**config.mk**
```make
export PLATFORM = sky130hd
export DESIGN_NAME = pipe_hazard_ctrl
export DESIGN_NICKNAME = d
export VERILOG_FILES = /design/src/rtl/pipe_pkg.sv /design/src/rtl/hazard_cmp.sv /design/src/rtl/pipe_hazard_ctrl.sv
export SDC_FILE = /design/constraint.sdc
export NUM_CORES = 1
export LEC_CHECK = 0
export CAP_MARGIN = 20
export CORE_AREA = 2 2 43 45
export CTS_CLUSTER_DIAMETER = 40
export DETAILED_ROUTE_END_ITERATION = 10
export DIE_AREA = 0 0 45 47
export PLACE_DENSITY = 0.7
export SKIP_CTS_REPAIR_TIMING = 1
export SKIP_LAST_GASP = 1
export SLEW_MARGIN = 30
export SYNTH_ARGS = -nofsm -noshare
export SYNTH_HDL_FRONTEND = slang
export SYNTH_SLANG_ARGS = --single-unit
```
**constraint.sdc**
```tcl
create_clock -name clk -period 2.1 [get_ports clk]
set_clock_uncertainty 0.2 [all_clocks]
set_input_delay 0.63 -clock clk [delete_from_list [all_inputs] [get_ports clk]]
set_output_delay 0.63 -clock clk [all_outputs]
set_load 0.01 [all_outputs]
```
**src/rtl/pipe_pkg.sv**
```systemverilog
// Shared types for the RAT core pipeline: hazard FSM states, register address width,
// control-vector field layout.
package pipe_pkg;

   localparam int REG_AW_DEF = 5;

   typedef enum logic [1:0] {
      HZ_RUN   = 2'd0,
      HZ_FLUSH = 2'd1,
      HZ_STALL = 2'd2
   } hz_state_t;

   // Subset of the control vector that the hazard controller observes in EX.
   typedef struct packed {
      logic pc_ld;
      logic rf_wr;
      logic scr_rd;
   } ctrl_vec_t;

   function automatic logic [3:0] cnt_load(input int n);
      return 4'(n - 1);
   endfunction

endpackage

```
**src/rtl/hazard_cmp.sv**
```systemverilog
// Load-use operand comparator: flags an ID source that matches a late-result EX destination.
// Purely combinational; all REG_AW bits compared, no zero-register exemption.
module hazard_cmp
   import pipe_pkg::*;
#(
   parameter int REG_AW = REG_AW_DEF
) (
   input  logic              ex_rf_wr,
   input  logic              ex_scr_rd,
   input  logic [REG_AW-1:0] ex_rd,
   input  logic [REG_AW-1:0] id_rs,
   input  logic [REG_AW-1:0] id_rt,
   input  logic              id_rs_vld,
   input  logic              id_rt_vld,
   output logic              hit
);

   logic rs_match;
   logic rt_match;

   assign rs_match = id_rs_vld && (id_rs == ex_rd);
   assign rt_match = id_rt_vld && (id_rt == ex_rd);
   assign hit      = ex_rf_wr && ex_scr_rd && (rs_match || rt_match);

endmodule

```
**src/rtl/pipe_hazard_ctrl.sv**
```systemverilog
// Branch flush / load-use stall controller; zero-cycle Mealy response in RUN, state-driven otherwise.
// Optional HAZARD_STATS_EN adds saturating stall_cycles/flush_cycles counters.
module pipe_hazard_ctrl
   import pipe_pkg::*;
#(
   parameter int FLUSH_CYCLES = 2,
   parameter int LOAD_LAT     = 1,
   parameter int REG_AW       = REG_AW_DEF
) (
   input  logic              clk,
   input  logic              rst_n,
   input  logic              ex_PC_LD,
   input  logic              ex_RF_WR,
   input  logic              ex_SCR_RD,
   input  logic [REG_AW-1:0] ex_rd,
   input  logic [REG_AW-1:0] id_rs,
   input  logic [REG_AW-1:0] id_rt,
   input  logic              id_rs_vld,
   input  logic              id_rt_vld,
   output logic              pc_hold,
   output logic              id_hold,
   output logic              id_nop,
   output logic              ex_nop,
   output logic              busy
`ifdef HAZARD_STATS_EN
   ,
   output logic [15:0]       stall_cycles,
   output logic [15:0]       flush_cycles
`endif
);

   localparam logic [3:0] FLUSH_INIT = cnt_load(FLUSH_CYCLES);
   localparam logic [3:0] STALL_INIT = cnt_load(LOAD_LAT);

   hz_state_t  state_q, state_d;
   logic [3:0] cnt_q, cnt_d;
   logic       hit;
   logic       hold_c, flush_c;

`ifdef HAZARD_STATS_EN
   logic [15:0] stall_q, stall_d;
   logic [15:0] flush_q, flush_d;
`endif

   hazard_cmp #(.REG_AW(REG_AW)) u_cmp (
      .ex_rf_wr  (ex_RF_WR),
      .ex_scr_rd (ex_SCR_RD),
      .ex_rd     (ex_rd),
      .id_rs     (id_rs),
      .id_rt     (id_rt),
      .id_rs_vld (id_rs_vld),
      .id_rt_vld (id_rt_vld),
      .hit       (hit)
   );

   always_comb begin
      state_d = state_q;
      cnt_d   = cnt_q;
      hold_c  = 1'b0;
      flush_c = 1'b0;
      case (state_q)
         HZ_RUN: begin
            if (ex_PC_LD) begin
               flush_c = 1'b1;
               if (FLUSH_CYCLES > 1) begin
                  state_d = HZ_FLUSH;
                  cnt_d   = FLUSH_INIT;
               end
            end else if (hit) begin
               hold_c = 1'b1;
               if (LOAD_LAT > 1) begin
                  state_d = HZ_STALL;
                  cnt_d   = STALL_INIT;
               end
            end
         end
         HZ_FLUSH: begin
            // EX already carries a bubble here, so branch/hit inputs are meaningless.
            flush_c = 1'b1;
            cnt_d   = cnt_q - 4'd1;
            if (cnt_q == 4'd1) state_d = HZ_RUN;
         end
         HZ_STALL: begin
            if (ex_PC_LD) begin
               flush_c = 1'b1;
               if (FLUSH_CYCLES > 1) begin
                  state_d = HZ_FLUSH;
                  cnt_d   = FLUSH_INIT;
               end else begin
                  state_d = HZ_RUN;
                  cnt_d   = 4'd0;
               end
            end else begin
               hold_c = 1'b1;
               cnt_d  = cnt_q - 4'd1;
               if (cnt_q == 4'd1) state_d = HZ_RUN;
            end
         end
         default: begin
            state_d = HZ_RUN;
            cnt_d   = 4'd0;
         end
      endcase
`ifdef HAZARD_STATS_EN
      stall_d = stall_q;
      flush_d = flush_q;
      if (hold_c && (stall_q != 16'hFFFF)) stall_d = stall_q + 16'd1;
      if (flush_c && (flush_q != 16'hFFFF)) flush_d = flush_q + 16'd1;
`endif
   end

   always_ff @(posedge clk or negedge rst_n) begin
      if (!rst_n) begin
         state_q <= HZ_RUN;
         cnt_q   <= 4'd0;
`ifdef HAZARD_STATS_EN
         stall_q <= 16'd0;
         flush_q <= 16'd0;
`endif
      end else begin
         state_q <= state_d;
         cnt_q   <= cnt_d;
`ifdef HAZARD_STATS_EN
         stall_q <= stall_d;
         flush_q <= flush_d;
`endif
      end
   end

   // Reset gates the outputs combinationally so inputs cannot leak through during rst_n=0.
   assign pc_hold = rst_n & hold_c;
   assign id_hold = rst_n & hold_c;
   assign id_nop  = rst_n & flush_c;
   assign ex_nop  = rst_n & (hold_c | flush_c);
   assign busy    = rst_n & (state_q != HZ_RUN);

`ifdef HAZARD_STATS_EN
   assign stall_cycles = stall_q;
   assign flush_cycles = flush_q;
`endif

endmodule

```
; ---- Word level (Yosys, flattened, before mapping)
; Index checks and enable logic that the tools add are counted.
[word_totals]
regBits = 6
output_inout_bits = 5
in_bits = 22
wordCells = 35
[classes]
bitwise_logic = 5
n_eq_ne = 6
n_mux = 13
reduce_logical = 8
add_sub_neg = 1
[ops]
columns = cell, n
row1 = 4-bit one-hot mux with 3 select lines, 1
row2 = 5-bit equality test, 2
row3 = 4-bit 2-to-1 mux, 2
row4 = 2-bit 2-to-1 mux, 3
row5 = 2-bit one-hot mux with 3 select lines, 1
row6 = 1-bit AND, 4
row7 = 4-bit by 1-bit equality test with 1-bit output (second input constant), 1
row8 = 1-bit logical AND, 4
row9 = 1-bit 2-to-1 mux, 4
row10 = 1-bit one-hot mux with 2 select lines, 2
row11 = 4-bit by 1-bit subtractor with 4-bit output (second input constant), 1
row12 = 2-bit by 1-bit equality test with 1-bit output (second input constant), 1
row13 = 2-bit equality test (second input constant), 1
row14 = 2-bit logical NOT, 1
row15 = 2-bit != test (second input constant), 1
row16 = 2-bit nonzero test, 1
row17 = 2-bit OR reduction, 1
row18 = 1-bit logical OR, 1
row19 = 1-bit OR, 1

; ---- Logic depth before layout (Yosys ltp)
; Gate-level depths: netlist of the first run.
[logic_depth]
word_depth = 9
mapped_depth = 6
mapped_depth_nobuf = 6

; ---- Cells and area by module
; From an unflattened synthesis of the first run, not the netlist that was laid out.
[unflattened]
cells_unflattened = 62
area_unflattened_um2 = 568.0
[by_module_without_submodules]
columns = module, seq_area_each_um2, area_per_inst_um2, cells_each, n_inst
row1 = pipe_hazard_ctrl, 150.1, 449.2, 47, 1
row2 = hazard_cmp, 0.0, 118.9, 15, 1

; ---- Least setup slack after synthesis of the first run
; Ideal clock, no wire load.
[synth_timing]
kind = input -> output
start = input port ex_PC_LD
end = output port pc_hold
path_stages = 5
required_time_ns = 1.270
t_arrival_ns = 1.557
setup_slack_ns = -0.287
path_buffers = 1
cell_sequence = nor3_4 nand4_1 o22a_1 a21oi_1 buf_4
[synth_via]
elab_chain_len = 3
word_cells_on_any_way = 4
classes_between = mux: 3 / bitwise: 1
[synth_lines]
columns = item, line_no
row1 = from (decl), pipe_hazard_ctrl.sv:12  ; input logic ex_PC_LD,
row2 = "1-bit 2-to-1 mux, on equally long branches", "pipe_hazard_ctrl.sv:84, pipe_hazard_ctrl.sv:63"
row3 = 1-bit one-hot mux with 2 select lines *, pipe_hazard_ctrl.sv:61  ; case (state_q)
row4 = 1-bit AND *, n/a
row5 = to (decl), pipe_hazard_ctrl.sv:20  ; output logic pc_hold,
; Every way passes the cells marked *; elsewhere a longest branch is shown, timed or not.

; ---- Final worst setup path of the first run
[layout_timing]
start = input port ex_PC_LD
end = output port pc_hold
[layout_via]
elab_chain_len = 3
word_cells_on_any_way = 4
classes_between = mux: 3 / bitwise: 1
[layout_lines]
columns = item, line_no
row1 = "1-bit 2-to-1 mux, on equally long branches", "pipe_hazard_ctrl.sv:84, pipe_hazard_ctrl.sv:63"
row2 = 1-bit one-hot mux with 2 select lines *, pipe_hazard_ctrl.sv:61
row3 = 1-bit AND *, pipe_hazard_ctrl.sv:131  ; assign pc_hold = rst_n & hold_c;
; Marks and branches as above.

==> impl_metrics.py, run 1 <==
metrics = {
    "outcome": {
        "outcome": "complete, but fails checks",
        "violations": "setup timing",
    },
    "synth": {
        "synth-edff-count": 0,
        "seq_area_frac_synth": 0.2727,
        "avgSynthCellArea_um2": 8.470,
        "synthFlopType": "dfrtp_1",
        "ys_warn_count": 0,
        "netlist_instances": 65,
        "synth_cell_type_count": 27,
        "ys_seq_elements": 6,
        "synth-async-reset-ratio": 1.000,
        "syn-num-nets": 89,
        "synth_area_um2": 550.5,
    },
    "routing": {
        "postRouteAntennaNets": 0,
        "wirelength_mm": 1.371,
        "dr.pass1.iters": 4,
        "post_drt_wl_per_cell_um": 11.62,
        "via_per_inst": 4.847,
        "vias": 572,
        "drtIter0Drc": 15,
        "drc": 0,
    },
    "critical_path": {
        "reg2reg_slack_ns": 0.67,
        "setup.worst_path.start_class": "input port",
        "crit_start": "ex_PC_LD",
        "cp-end-kind": "output pin",
        "worstPathMaxFanout": 4,
        "worstRegToRegCells": 5,
        "path_class": "input port to output pin",
        "crit_required_ns": 1.27,
        "rr_startpoint": "state_q[0]$_DFFE_PN0P_",
        "arrival_ns": 1.60,
        "r2r-end": "cnt_q[3]$_DFFE_PN0P_",
    },
    "timing": {
        "setup_ws_ns": -0.3298,
        "max_freq_mhz": 411.6,
        "post-route-period-util": 1.157,
        "rsz0062_at_grt": "true",
        "finalMaxSlewViolations": 0,
        "period_needed_ns": 2.430,
        "setup_violations": 5,
        "finalHoldViolations": 0,
        "worstMarginPinSlew_ns": 0.2762,
        "slew_headroom": 0.8153,
    },
    "power_and_ir_drop": {
        "power_leakage_uw": 0.0005464,
        "ir_drop_uv": 670.7,
        "powerDensity_nw_per_um2": 810.1,
    },
    "global_routing": {
        "grt-ovfl-total": 0,
        "grt_pass1_vias": 515,
        "grt_pass1_wl_mm": 2.049,
        "grt_max_degree": 12,
        "antenna_found_initial": 0,
        "grt_usage": 0.1341,
    },
    "clock_network": {
        "clkSinkCount": 6,
        "cts.clk_slew.worst_paths_ns": 0.04,
        "clk_latency_ns": 0.24,
        "cts_tree": "done",
        "clockBufferDepth": 2,
        "htree_levels": 1,
        "cts_buffers": 3,
        "clock-root-buffer": "clkbuf_4",
    },
    "layout": {
        "syn2layout_area_growth_pct": 71.82,
        "antennaDiodeCount": 0,
        "final_area_um2": 945.9,
        "nets": 127,
        "fillCellCount": 151,
        "final_common_cell": "dlymetal6s2s_1",
        "drive_above_1_share": 0.2574,
        "layout_common_cells": "18 x dlymetal6s2s_1, 10 x xnor2_1, 8 x buf_4",
    },
    "place": {
        "dp_slack_ns": -1.072,
        "gp_congestion": 0.8043,
        "io_buffers": 26,
        "dp_hpwl_mm": 1.137,
        "placed_cell_area_um2": 878.3,
    },
    "floorplan": {
        "initial_core_util": 0.3333,
        "num_rows": 15,
        "die_y_um": 47,
        "design.die.area_um2": 2115,
        "die-width_um": 45,
        "pin_count": 27,
        "core_area_um2": 1652,
    },
    "worst_hold_path": {
        "hp-class": "input port to asynchronous set/reset pin",
    },
    "job": {
        "drv_cap": 0,
    },
}
## synth_stat cells (2+ instances only)
library cell,instances,area share
nor3b_1,2,0.027
xnor2_1,10,0.16
inv_1,4,0.027
buf_2,2,0.018
o21ai_0,3,0.027
ha_1,2,0.045
a21oi_1,6,0.055
nand2_1,6,0.041
xor2_1,2,0.032
dfrtp_1,6,0.27
nand4_1,4,0.045
nand2b_1,2,0.023
nor2_1,2,0.014
## flip-flops by register name (all words and copies together) (netlist names)
signal / count
state_q: 2
cnt_q: 4
## worst max path at each step
stage | to | slack, ns
2_1_floorplan | pc_hold | -0.19
3_3_place_gp | ex_nop | -1.08
3_5_place_dp | ex_nop | -1.07
4_1_cts | ex_nop | -1.08
5_1_grt | id_hold | -0.39
6_report | pc_hold | -0.33
## cell families after synthesis
family / share of synthesized area
AOI/OAI and AO/OA: 0.1705
xor gates and xnor gates: 0.1909
adders and majority gates: 0.04545
buffers and inverters: 0.05909
DFF: 0.2727
muxes: 0.01818
and+or+nand+nor: 0.2432
## metal layers
metal	GRT usage	up-vias	wire, µm	share of wire
met3	0.01154	0	57	0.042
li1	-	299	-	-
met5	0	-	0	0
met4	0.08824	0	0	0
met1	0.1718	259	619	0.45
met2	0.2171	14	694	0.51
## critical path, cell delays in order
cell     delay (ns)
buf_6          0.10
nor3_4         0.20
nand4_1        0.12
o22a_1         0.26
a21oi_2        0.15
buf_2          0.14
## per-stage QoR
| stage | power [µW] | hold slack [ns] | TNS (ns) | utilization | std cells |
|---|---|---|---|---|---|
| global placement | 640.5 | 0.3199 | -4.857 | 0.5318 | 113 |
| floorplan | 479.3 | 0.1344 | -0.3072 | - | 65 |
| CTS | 758.7 | 0.3294 | -4.708 | 0.5455 | 116 |
| finish | 766.3 | 0.1669 | -1.189 | 0.5727 | 118 |
| detailed placement | 652.1 | 0.3203 | -4.761 | 0.5318 | 113 |
| global route | 845.5 | 0.1590 | -1.445 | 0.5727 | 118 |
## report_power, final
part           internal (µW)  total, µW  switching [µW]
Sequential               166        222            55.8
Clock                   64.3        100            36.0
Combinational            240        444             204
Total                    470        766             296
## final cells by class
cell class                 count  area [µm²]  share of cell area
inverter                       4       15.01             0.01587
multi-input combinational     52       377.9              0.3995
tap                           17       21.27             0.02249
sequential                     6       150.1              0.1587
timing repair buffer          36       359.1              0.3796
clock buffer                   3       22.52             0.02381
No activity file was read; power rests on OpenSTA's default activity.
==> run 2: changes to the inputs <==
--- a/config.mk
+++ b/config.mk
@@ -8,6 +8,7 @@
 export CAP_MARGIN = 20
 export CORE_AREA = 2 2 43 45
 export CTS_CLUSTER_DIAMETER = 40
+export CTS_CLUSTER_SIZE = 16
 export DETAILED_ROUTE_END_ITERATION = 10
 export DIE_AREA = 0 0 45 47
 export PLACE_DENSITY = 0.7
==> results of run 2 <==
Final layout, timing and power as in run 1 (identical DEF).
